File: src/rtl/spu_pkg.sv
// Shared definitions for the SPU draw engine: op codes, FSM states,
// control-word/operand field positions and clipping helpers.
package spu_pkg;

    localparam logic [3:0] SPU_OP_FILL = 4'b0101;
    localparam logic [3:0] SPU_OP_PLOT = 4'b1100;

    typedef enum logic [1:0] {
        IDLE  = 2'd0,
        SETUP = 2'd1,
        DRAW  = 2'd2,
        DONE  = 2'd3
    } draw_state_t;

    localparam int CTRL_OP_MSB    = 11;
    localparam int CTRL_OP_LSB    = 8;
    localparam int CTRL_COLOR_MSB = 7;
    localparam int CTRL_COLOR_LSB = 0;

    // Packed operands: low half is x / width, high half is y / height.
    localparam int OPND_LO_MSB = 15;
    localparam int OPND_LO_LSB = 0;
    localparam int OPND_HI_MSB = 31;
    localparam int OPND_HI_LSB = 16;

    function automatic logic op_is_legal(input logic [3:0] op);
        return (op == SPU_OP_FILL) || (op == SPU_OP_PLOT);
    endfunction

    function automatic logic [16:0] clip_end(input logic [15:0] origin,
                                             input logic [15:0] extent,
                                             input logic [16:0] limit);
        logic [16:0] sum;
        sum = {1'b0, origin} + {1'b0, extent};
        return (sum > limit) ? limit : sum;
    endfunction

endpackage

File: src/rtl/spu_raster_counter.sv
// Row-major x/y/address stepper for the draw engine; the only multiply
// happens upstream, here every address is derived incrementally.
module spu_raster_counter #(
    parameter int FB_W   = 320,
    parameter int ADDR_W = 17
) (
    input  logic              clk,
    input  logic              reset,
    input  logic              load,
    input  logic              step,
    input  logic [15:0]       x0,
    input  logic [15:0]       y0,
    input  logic [16:0]       x_end,
    input  logic [16:0]       y_end,
    input  logic [ADDR_W-1:0] start_addr,
    output logic [ADDR_W-1:0] addr,
    output logic              last
);

    logic [16:0]       x_r;
    logic [16:0]       y_r;
    logic [16:0]       x0_r;
    logic [16:0]       x_end_r;
    logic [16:0]       y_end_r;
    logic [ADDR_W-1:0] row_base_r;
    logic [ADDR_W-1:0] addr_r;
    logic              row_end_s;

    assign row_end_s = ((x_r + 17'd1) == x_end_r);
    assign last      = row_end_s && ((y_r + 17'd1) == y_end_r);
    assign addr      = addr_r;

    // Load the window at setup, then advance one pixel per accepted write;
    // the final pixel does not advance so the address bus stays on it.
    always_ff @(posedge clk or posedge reset) begin
        if (reset) begin
            x_r        <= 17'd0;
            y_r        <= 17'd0;
            x0_r       <= 17'd0;
            x_end_r    <= 17'd0;
            y_end_r    <= 17'd0;
            row_base_r <= '0;
            addr_r     <= '0;
        end else if (load) begin
            x_r        <= {1'b0, x0};
            y_r        <= {1'b0, y0};
            x0_r       <= {1'b0, x0};
            x_end_r    <= x_end;
            y_end_r    <= y_end;
            row_base_r <= start_addr;
            addr_r     <= start_addr;
        end else if (step && !last) begin
            if (row_end_s) begin
                x_r        <= x0_r;
                y_r        <= y_r + 17'd1;
                row_base_r <= row_base_r + ADDR_W'(FB_W);
                addr_r     <= row_base_r + ADDR_W'(FB_W);
            end else begin
                x_r    <= x_r + 17'd1;
                addr_r <= addr_r + {{(ADDR_W-1){1'b0}}, 1'b1};
            end
        end else begin
            x_r    <= x_r;
            addr_r <= addr_r;
        end
    end

endmodule

File: src/rtl/spu_draw_engine.sv
// Multi-cycle SPU draw executor: accepts one PLOT/FILL command, clips it to
// the frame and streams pixel writes over a valid/ready port.
module spu_draw_engine
    import spu_pkg::*;
#(
    parameter int FB_W   = 320,
    parameter int FB_H   = 240,
    parameter int ADDR_W = 17,
    parameter int PIX_W  = 8
) (
    input  logic              clk,
    input  logic              reset,
    input  logic              cmd_valid,
    output logic              cmd_ready,
    input  logic [11:0]       spu_ctrl,
    input  logic [31:0]       src_a,
    input  logic [31:0]       src_b,
    output logic              busy,
    output logic              done,
    output logic              cmd_err,
    output logic              fb_we,
    input  logic              fb_ready,
    output logic [ADDR_W-1:0] fb_addr,
    output logic [PIX_W-1:0]  fb_wdata
);

    localparam logic [16:0] FB_W_L = 17'(FB_W);
    localparam logic [16:0] FB_H_L = 17'(FB_H);

    draw_state_t       state_r;
    logic              cmd_ready_r;
    logic              busy_r;
    logic              done_r;
    logic              cmd_err_r;
    logic              fb_we_r;
    logic [PIX_W-1:0]  fb_wdata_r;
    logic [PIX_W-1:0]  color_r;
    logic              illegal_r;
    logic [15:0]       x0_r;
    logic [15:0]       y0_r;
    logic [15:0]       w_r;
    logic [15:0]       h_r;

    logic [16:0]       x_end_s;
    logic [16:0]       y_end_s;
    logic              empty_s;
    logic [ADDR_W-1:0] start_addr_s;
    logic              load_s;
    logic              step_s;
    logic              last_s;
    logic [ADDR_W-1:0] addr_s;
    logic [3:0]        op_s;

    assign op_s      = spu_ctrl[CTRL_OP_MSB:CTRL_OP_LSB];
    assign load_s    = (state_r == SETUP);
    assign step_s    = (state_r == DRAW) && fb_we_r && fb_ready;

    assign cmd_ready = cmd_ready_r;
    assign busy      = busy_r;
    assign done      = done_r;
    assign cmd_err   = cmd_err_r;
    assign fb_we     = fb_we_r;
    assign fb_addr   = addr_s;
    assign fb_wdata  = fb_wdata_r;

    // Clip the captured rectangle against the frame and form the start address.
    always_comb begin
        x_end_s      = clip_end(x0_r, w_r, FB_W_L);
        y_end_s      = clip_end(y0_r, h_r, FB_H_L);
        empty_s      = illegal_r || (w_r == 16'd0) || (h_r == 16'd0) ||
                       ({1'b0, x0_r} >= x_end_s) || ({1'b0, y0_r} >= y_end_s);
        start_addr_s = ADDR_W'(y0_r) * ADDR_W'(FB_W) + ADDR_W'(x0_r);
    end

    spu_raster_counter #(
        .FB_W   (FB_W),
        .ADDR_W (ADDR_W)
    ) u_raster (
        .clk        (clk),
        .reset      (reset),
        .load       (load_s),
        .step       (step_s),
        .x0         (x0_r),
        .y0         (y0_r),
        .x_end      (x_end_s),
        .y_end      (y_end_s),
        .start_addr (start_addr_s),
        .addr       (addr_s),
        .last       (last_s)
    );

    // Command FSM with all handshake and write-port outputs registered.
    always_ff @(posedge clk or posedge reset) begin
        if (reset) begin
            state_r     <= IDLE;
            cmd_ready_r <= 1'b1;
            busy_r      <= 1'b0;
            done_r      <= 1'b0;
            cmd_err_r   <= 1'b0;
            fb_we_r     <= 1'b0;
            fb_wdata_r  <= '0;
            color_r     <= '0;
            illegal_r   <= 1'b0;
            x0_r        <= 16'd0;
            y0_r        <= 16'd0;
            w_r         <= 16'd0;
            h_r         <= 16'd0;
        end else begin
            case (state_r)
                IDLE: begin
                    if (cmd_valid && cmd_ready_r) begin
                        state_r     <= SETUP;
                        cmd_ready_r <= 1'b0;
                        busy_r      <= 1'b1;
                        color_r     <= PIX_W'(spu_ctrl[CTRL_COLOR_MSB:CTRL_COLOR_LSB]);
                        illegal_r   <= !op_is_legal(op_s);
                        x0_r        <= src_a[OPND_LO_MSB:OPND_LO_LSB];
                        y0_r        <= src_a[OPND_HI_MSB:OPND_HI_LSB];
                        // PLOT is a 1x1 fill; its extent operand is ignored.
                        if (op_s == SPU_OP_PLOT) begin
                            w_r <= 16'd1;
                            h_r <= 16'd1;
                        end else begin
                            w_r <= src_b[OPND_LO_MSB:OPND_LO_LSB];
                            h_r <= src_b[OPND_HI_MSB:OPND_HI_LSB];
                        end
                    end
                end
                SETUP: begin
                    if (empty_s) begin
                        state_r   <= DONE;
                        done_r    <= 1'b1;
                        cmd_err_r <= illegal_r;
                    end else begin
                        state_r    <= DRAW;
                        fb_we_r    <= 1'b1;
                        fb_wdata_r <= color_r;
                    end
                end
                DRAW: begin
                    if (fb_ready && last_s) begin
                        state_r <= DONE;
                        fb_we_r <= 1'b0;
                        done_r  <= 1'b1;
                    end
                end
                DONE: begin
                    state_r     <= IDLE;
                    done_r      <= 1'b0;
                    cmd_err_r   <= 1'b0;
                    cmd_ready_r <= 1'b1;
                    busy_r      <= 1'b0;
                end
                default: begin
                    state_r     <= IDLE;
                    cmd_ready_r <= 1'b1;
                    busy_r      <= 1'b0;
                    done_r      <= 1'b0;
                    cmd_err_r   <= 1'b0;
                    fb_we_r     <= 1'b0;
                end
            endcase
        end
    end

endmodule

File: config.mk
export PLATFORM = sky130hd
export DESIGN_NAME = spu_draw_engine
export DESIGN_NICKNAME = d
export VERILOG_FILES = /design/src/rtl/spu_pkg.sv /design/src/rtl/spu_raster_counter.sv /design/src/rtl/spu_draw_engine.sv
export SDC_FILE = /design/constraint.sdc
export NUM_CORES = 1
export LEC_CHECK = 0
export ABC_AREA = 0
export ABC_CLOCK_PERIOD_IN_PS = 7630
export CAP_MARGIN = 20
export CELL_PAD_IN_SITES_DETAIL_PLACEMENT = 0
export CELL_PAD_IN_SITES_GLOBAL_PLACEMENT = 1
export CORE_ASPECT_RATIO = 1.5
export CORE_UTILIZATION = 46
export DETAILED_ROUTE_END_ITERATION = 7
export GPL_ROUTABILITY_DRIVEN = 1
export GPL_TIMING_DRIVEN = 0
export MAX_ROUTING_LAYER = met4
export PLACE_DENSITY_LB_ADDON = 0.1
export SYNTH_ARGS = -nofsm -noshare
export SYNTH_HDL_FRONTEND = slang
export SYNTH_SLANG_ARGS = --single-unit
File: constraint.sdc
create_clock -name clk -period 7.63 [get_ports clk]
set_input_delay 1.526 -clock clk [delete_from_list [all_inputs] [get_ports clk]]
set_output_delay 1.526 -clock clk [all_outputs]
set_load 0.05 [all_outputs]
==> results of run 1 <==
[layout make-up]
cell class / count / area (sq um) / area share (%)
multi-input combinational: 1264 / 8364 / 50.71
sequential: 206 / 5156 / 31.26
timing repair buffer: 111 / 1146 / 6.948
clock buffer: 33 / 623.1 / 3.778
tap: 400 / 500.5 / 3.034
buffer: 80 / 385.4 / 2.336
inverter: 58 / 225.2 / 1.365
clock inverter: 8 / 93.84 / 0.5689
[synthesized netlist by cell type, types with 6 or more instances]
master	instances	area share (%)
and4_1	11	0.68
nor3_1	26	0.92
a31o_2	6	0.37
ha_1	96	8.5
mux2_2	24	1.9
nor3b_1	7	0.37
nor2b_1	36	1.6
nand4_1	22	0.98
buf_4	7	0.37
a21o_1	30	1.6
a21oi_1	88	3.1
or4_1	9	0.48
nand2_1	253	6.7
inv_1	57	1.5
nand3_1	70	2.5
mux2i_1	17	1.2
and2_1	12	0.53
o31ai_1	7	0.37
a41oi_1	7	0.44
o21a_1	17	0.91
o21ai_0	90	3.2
o211ai_1	12	0.64
a211o_1	7	0.44
a31oi_1	15	0.67
and3_1	19	0.84
a211oi_1	10	0.53
xor2_1	22	1.4
a22o_1	34	2.1
nor4_1	23	1.0
clkbuf_1	45	1.2
buf_1	6	0.16
or3_1	12	0.53
nand2b_1	8	0.36
dfrtp_1	205	36
buf_2	17	0.60
nor2_1	80	2.1
o21ai_1	16	0.57
xnor2_1	58	3.6
[flip-flops by register name, summed over array words and instances, names as in the netlist, 16 cells and up]
signal,count
h_r,16
u_raster.addr,17
u_raster.row_base_r,17
u_raster.x0_r,16
u_raster.x_end_r,17
u_raster.x_r,17
u_raster.y_end_r,17
u_raster.y_r,17
w_r,16
x0_r,16
y0_r,16
[cell usage in the layout, fill, tap and decap left out, drive strengths merged, types with 36 or more instances in the layout]
cell and instances:
o21ai 107, a21oi 88, nor2b 36, inv 59
buf 37, nand2 253, clkdlybuf4s50 109, ha 96
nor2 81, xnor2 58, dfrtp 205, clkbuf 78
nand3 71
[kinds of logic (layout without fill, tap and decap cells)]
kind of cell,Yosys count,count (layout)
AOI/OAI and AO/OA,408,408
xor gates and xnor gates,80,80
adders and majority gates,100,100
buffers and inverters,138,290
DFF,206,206
muxes,43,43
other,1,15
and+or+nand+nor,618,618
[final timing paths]
check                                  startpoint                          endpoint  slack [ns]  cells after the start
max                            w_r[0]$_DFFE_PP0P_           fb_wdata[3]$_DFFE_PP0P_        1.22                     21
min                        color_r[5]$_DFFE_PP0P_            color_r[5]$_DFFE_PP0P_        0.47                      2
max reg2reg                    w_r[0]$_DFFE_PP0P_           fb_wdata[3]$_DFFE_PP0P_        1.22                     21
min reg2reg                color_r[5]$_DFFE_PP0P_            color_r[5]$_DFFE_PP0P_        0.47                      2
max in group asynchronous                   reset  u_raster.y_end_r[15]$_DFFE_PP0P_        5.11                      4
min in group asynchronous                   reset   u_raster.x_end_r[9]$_DFFE_PP0P_        1.38                      2
[critical path, cell delays in order (launching register included)]
cell and delay, ns:
dfrtp_1 0.43, ha_1 0.25, fa_1 0.41, a21o_1 0.21, a221oi_1 0.70, o221ai_1 0.24
xnor2_1 0.20, or3_1 0.37, nor4_1 0.43, and3_1 0.21, buf_2 0.17, nand2_1 0.13
ha_1 0.32, a21o_1 0.16, a21o_1 0.17, a21oi_1 0.12, o21ai_0 0.10, nand4_1 0.11
a21oi_1 0.11, a211oi_1 0.52, nand4_2 0.50, mux2_2 0.43
[power breakdown]
group	internal [mW]	switching, mW
Clock	0.635	0.467
Combinational	1.65	2.49
Sequential	1.49	0.520
Total	3.77	3.48
[routing by layer]
metal,vias to the layer above,wire length [um],GRT usage (%)
met4,0,1337,9.754
met1,6101,19570,38.23
met5,-,0,-
li1,6080,-,-
met2,351,22380,51.94
met3,82,2036,3.270
[stage by stage]
stage / hold WS [ns] / utilization [%] / TNS (ns) / instances
detailed placement: 0.4584 / 52.32 / 0 / 2119
floorplan: 0.4417 / - / 0 / 1608
global placement: 0.4531 / 52.11 / -509.75 / 2117
finish: 0.4696 / 54.70 / 0 / 2160
global route: 0.4939 / 54.70 / 0 / 2160
CTS: 0.4732 / 54.70 / 0 / 2160
==> flow_metrics.tcl, run 1 <==
set metrics [dict create \
    muxShareOfSynthArea_pct 3.290 \
    grtUsageTotal_pct 30.79 \
    report.final.hold_viol_count 0 \
    port_buffers 109 \
    cts_resized 0 \
    grt_pass1_vias 12600 \
    synthFlopType "dfrtp_1" \
    cp-end-kind "register" \
    synth-simple-area-share_pct 22.12 \
    drc 0 \
    worst_slew_pin_slew_ns 1.005 \
    ir_drop_mv 0.2380 \
    clock_skew_ns 0.01819 \
    grt_max_degree 91 \
    syn2layout_area_growth_pct 17.22 \
    yosys.area_share.adder_pct 9.105 \
    grt_setup_unrepaired "no" \
    finalCritPeriodShare_pct 83.96 \
    arrival_ns 6.82 \
    yosysWarningCount 0 \
    num_antenna_cells 0 \
    tritoncts "built" \
    num-fill-cells 2806 \
    startpoint_type "register" \
    synth_compound_area_share_pct 19.54 \
    postPlaceCellArea_sq_mm 0.01578 \
    dp_hpwl_um 34080 \
    max_cap_violations 0 \
    postSynth.asyncResetShare_pct 100.0 \
    root_buffer "clkbuf_16" \
    ys_types 92 \
    numCtsBuffers 23 \
    path_clk_slew_ns 0.06 \
    cts_max_path_buffers 3 \
    synth-edff-count 0 \
    num-nets-final 1924 \
    pin_count 110 \
    vias 12610 \
    ant_nets 0 \
    maxSlewHeadroom_pct 32.38 \
    fmax_mhz 156.1 \
    ys_seq_area_share_pct 36.64 \
    place_congestion 0.9019 \
    hp-class "reg2reg" \
    slew_violations 0 \
    num_rows 78 \
    chipHeight_um 216.2 \
    netlist_instances 1594 \
    cts_setup_buffers 0 \
    fin_crit_ns 6.406 \
    wire_per_inst_um 20.98 \
    worstSetupPathType "reg2reg" \
    p_leak_nw 7.431 \
    required_ns 8.05 \
    powerDensity_mw_per_mm2 439.8 \
    final_area_sq_mm 0.01649 \
    initialDrtViolationCount 707 \
    coreArea_sq_mm 0.03016 \
    drt-total-wl_um 45320 \
    drt-vias-per-instance 5.840 \
    layout_setup_ws_ns 1.224 \
    p_total_mw 7.254 \
    first_pass_iters 5 \
    outcome "completed" \
    synth.avg_cell_area_sq_um 8.827 \
    die-area_sq_mm 0.03131 \
    cts_sinks 206 \
    synth-xor-area-share_pct 4.980 \
    drive_gt1_share_pct 6.875 \
    fp.dieW_um 144.8 \
    synth_top_family_by_area "simple AND/OR/NAND/NOR gates" \
    setup_viol 0 \
    grt-ovfl-total 0 \
    crit_fanout 9 \
    synth_area_sq_mm 0.01407 \
    dp_worst_setup_slack_ns 1.278 \
    clk_latency_ns 0.54 \
    antenna_found_initial 0 \
    ys_seq_elements 206 \
    grt_pass1_wl_um 71280 \
    cts_hold_buf 0 \
    initial_core_util_pct 46.66 \
    htree_levels 1 \
]
(Power assumes the default switching activity.)
==> inputs of run 2 (changes only) <==
Settings changed: ABC_CLOCK_PERIOD_IN_PS 7630 to 5500, CORE_UTILIZATION 46 to 41.
Clock period 7.63 ns to 5.5 ns, I/O delays scaled along.
==> run 2 against run 1 <==
Count of clock-buffer cells in the layout down 2. Worst setup slack lost 1.0 ns. Highest routed layer unchanged. Register-to-register slack worse by 1.0 ns. Non-clock buffer count is 13 higher. Sequential cell count unchanged. Sequential share of layout area shrank 0.67 points. Final cell count is 1.6% higher. Largest power group unchanged. Maximum frequency grew 21%. Hold slack better by 0.0063 ns.
==> flow_metrics.tcl, run 2 (synthesis results as in run 1) <==
set metrics [dict create \
    syn2layout_area_growth_pct 19.87 \
    utilization_pct 50.12 \
    fmax_mhz 189.1 \
    fp.dieW_um 153.3 \
    slew_violations 0 \
    cts_sinks 206 \
    numCtsBuffers 23 \
    num-nets-final 1938 \
    hp-class "reg2reg" \
    htree_levels 1 \
    layout_setup_ws_ns 0.2111 \
    coreArea_sq_mm 0.03365 \
    cpMaxStageDelayCell "or3b_2" \
    setup_viol 0 \
    cts_max_path_buffers 3 \
    outcome "completed" \
    antenna_found_initial 0 \
    pin_count 110 \
    path_clk_slew_ns 0.06 \
    layout_commonest_cell "nand2_1" \
    drt-vias-per-instance 5.788 \
    critPathMaxStageDelay_ns 0.50 \
    first_pass_iters 7 \
    report.final.hold_viol_count 0 \
    grtUsageTotal_pct 27.70 \
    worstSetupPathType "reg2reg" \
    arrival_ns 5.71 \
    p_leak_nw 7.557 \
    path_common_cell "ha_1" \
    vias 12700 \
    seqCellArea_sq_mm 0.005160 \
    grt_max_degree 43 \
    required_ns 5.92 \
    critPathBufInv 2 \
    drc 0 \
    wire_per_inst_um 21.28 \
    ir_drop_mv 0.2764 \
    max_cap_violations 0 \
    place_congestion 0.8956 \
    num_rows 82 \
    fin_crit_ns 5.289 \
    drive_gt1_share_pct 8.451 \
    port_buffers 109 \
    crit_fanout 9 \
    num_antenna_cells 0 \
    worst_slew_pin_slew_ns 0.9168 \
    drt-total-wl_um 46710 \
    grt-ovfl-total 0 \
    grt_setup_unrepaired "no" \
    postPlaceCellArea_sq_mm 0.01586 \
    initialDrtViolationCount 723 \
    num-fill-cells 3273 \
    powerDensity_mw_per_mm2 620.0 \
    root_buffer "clkbuf_16" \
    cp-end-kind "register" \
    dp_hpwl_um 35110 \
    startpoint_type "register" \
    path_delay_family "compound AO/OA/AOI/OAI gates" \
    path_cells "ha_1, fa_1, a21o_1, a221oi_4, buf_4, o31ai_1, a211oi_1, a31oi_1, nor4_4, and3_1, clkbuf_4, or3b_2, ha_1, nand4_1, nor4_1, o21ai_0, a41o_2, nand4_4, mux2_2" \
    grt_pass1_wl_um 73230 \
    chipHeight_um 228.9 \
    finalCritPeriodShare_pct 96.16 \
    maxSlewHeadroom_pct 38.32 \
    dp_worst_setup_slack_ns -0.9390 \
    clock_skew_ns 0.01607 \
    die-area_sq_mm 0.03508 \
    multiInputGateArea_sq_mm 0.008456 \
    most-common-layout-cells "253 x nand2_1, 202 x dfrtp_1, 109 x clkdlybuf4s50_1" \
    tritoncts "built" \
    final_area_sq_mm 0.01687 \
    grt_pass1_vias 12690 \
    initial_core_util_pct 41.81 \
    ant_nets 0 \
    clk_latency_ns 0.54 \
]
-- run 2: cell count changes in the layout (fill, tap and decap cells not counted), moves of 2 or more --
| cell | previous run | this run |
|---|---|---|
| clkbuf_1 | 54 | 49 |
| nor4_4 | 0 | 2 |
| dfrtp_2 | 0 | 3 |
| nor4_1 | 23 | 21 |
| dfrtp_1 | 205 | 202 |
| nand4_4 | 2 | 4 |
| clkinvlp_4 | 0 | 3 |
| buf_16 | 2 | 0 |
| buf_12 | 0 | 6 |
| bufinv_16 | 2 | 5 |
| clkbuf_8 | 1 | 4 |
| clkinv_2 | 5 | 2 |
| buf_4 | 7 | 16 |
-- run 2: repair_timing --
| item | CTS | global route |
|---|---|---|
| hold buffers | 0 | 0 |
| setup buffers | 5 | 4 |
| gates resized for setup | 9 | 7 |
| pin swaps | 4 | 4 |
| setup endpoints to repair | 12 | 12 |
| endpoints found under the hold margin | 0 | 0 |
| gates cloned | 1 | 0 |
-- run 2: worst reg2reg max path: stages (launching register included) --
cell and delay (ns):
dfrtp_2 0.45, ha_1 0.24, fa_1 0.40, a21o_1 0.24
a221oi_4 0.34, buf_4 0.18, o31ai_1 0.11, a211oi_1 0.24
a31oi_1 0.11, nor4_4 0.30, and3_1 0.19, clkbuf_4 0.17
or3b_2 0.50, ha_1 0.33, nand4_1 0.07, nor4_1 0.28
o21ai_0 0.14, a41o_2 0.34, nand4_4 0.19, mux2_2 0.35
-- run 2: path summary, 6_finish.rpt --
| kind | start | endpoint | slack [ns] | cells past startpoint |
|---|---|---|---|---|
| setup / recovery | w_r[0]$_DFFE_PP0P_ | fb_wdata[1]$_DFFE_PP0P_ | 0.21 | 19 |
| hold / removal | color_r[0]$_DFFE_PP0P_ | color_r[0]$_DFFE_PP0P_ | 0.48 | 2 |
| setup reg to reg | w_r[0]$_DFFE_PP0P_ | fb_wdata[1]$_DFFE_PP0P_ | 0.21 | 19 |
| hold reg to reg | color_r[0]$_DFFE_PP0P_ | color_r[0]$_DFFE_PP0P_ | 0.48 | 2 |
| max in group asynchronous | reset | x0_r[0]$_DFFE_PP0P_ | 3.50 | 6 |
| min in group asynchronous | reset | u_raster.addr[9]$_DFFE_PP0P_ | 0.95 | 3 |
-- run 2: layer usage --
| layer | wire, um | up-vias | track usage (%) | part of all wire (%) |
|---|---|---|---|---|
| met5 | 0 | - | - | 0 |
| met4 | 1396 | 0 | 8.712 | 3.0 |
| met3 | 2255 | 89 | 3.565 | 4.8 |
| met2 | 23020 | 332 | 47.35 | 49 |
| met1 | 20040 | 6172 | 33.73 | 43 |
| li1 | - | 6111 | - | - |
-- run 2: through the flow --
stage | std cells | TNS [ns] | hold WS (ns) | total power [mW]
2_1_floorplan | 1608 | 0 | 0.4417 | 6.732
3_3_place_gp | 2137 | -30.51 | 0.4548 | 8.430
5_1_grt | 2195 | 0 | 0.4962 | 11.22
4_1_cts | 2191 | 0 | 0.4776 | 10.44
3_5_place_dp | 2143 | -9.650 | 0.4614 | 8.531
6_report | 2195 | 0 | 0.4759 | 10.46
-- run 2: layout make-up --
cell class                 instances  share of cell area (%)
multi-input combinational       1265                   50.13
sequential                       206                   30.59
timing repair buffer             124                   7.581
clock buffer                      31                   3.828
tap                              420                   3.116
buffer                            80                   2.300
inverter                          58                   1.313
clock inverter                    11                   1.142
-- run 2: power breakdown --
part | total, mW | switching, mW | internal, mW
Clock | 1.75 | 0.686 | 1.06
Combinational | 5.91 | 3.57 | 2.35
Sequential | 2.80 | 0.731 | 2.07
Total | 10.5 | 4.98 | 5.48
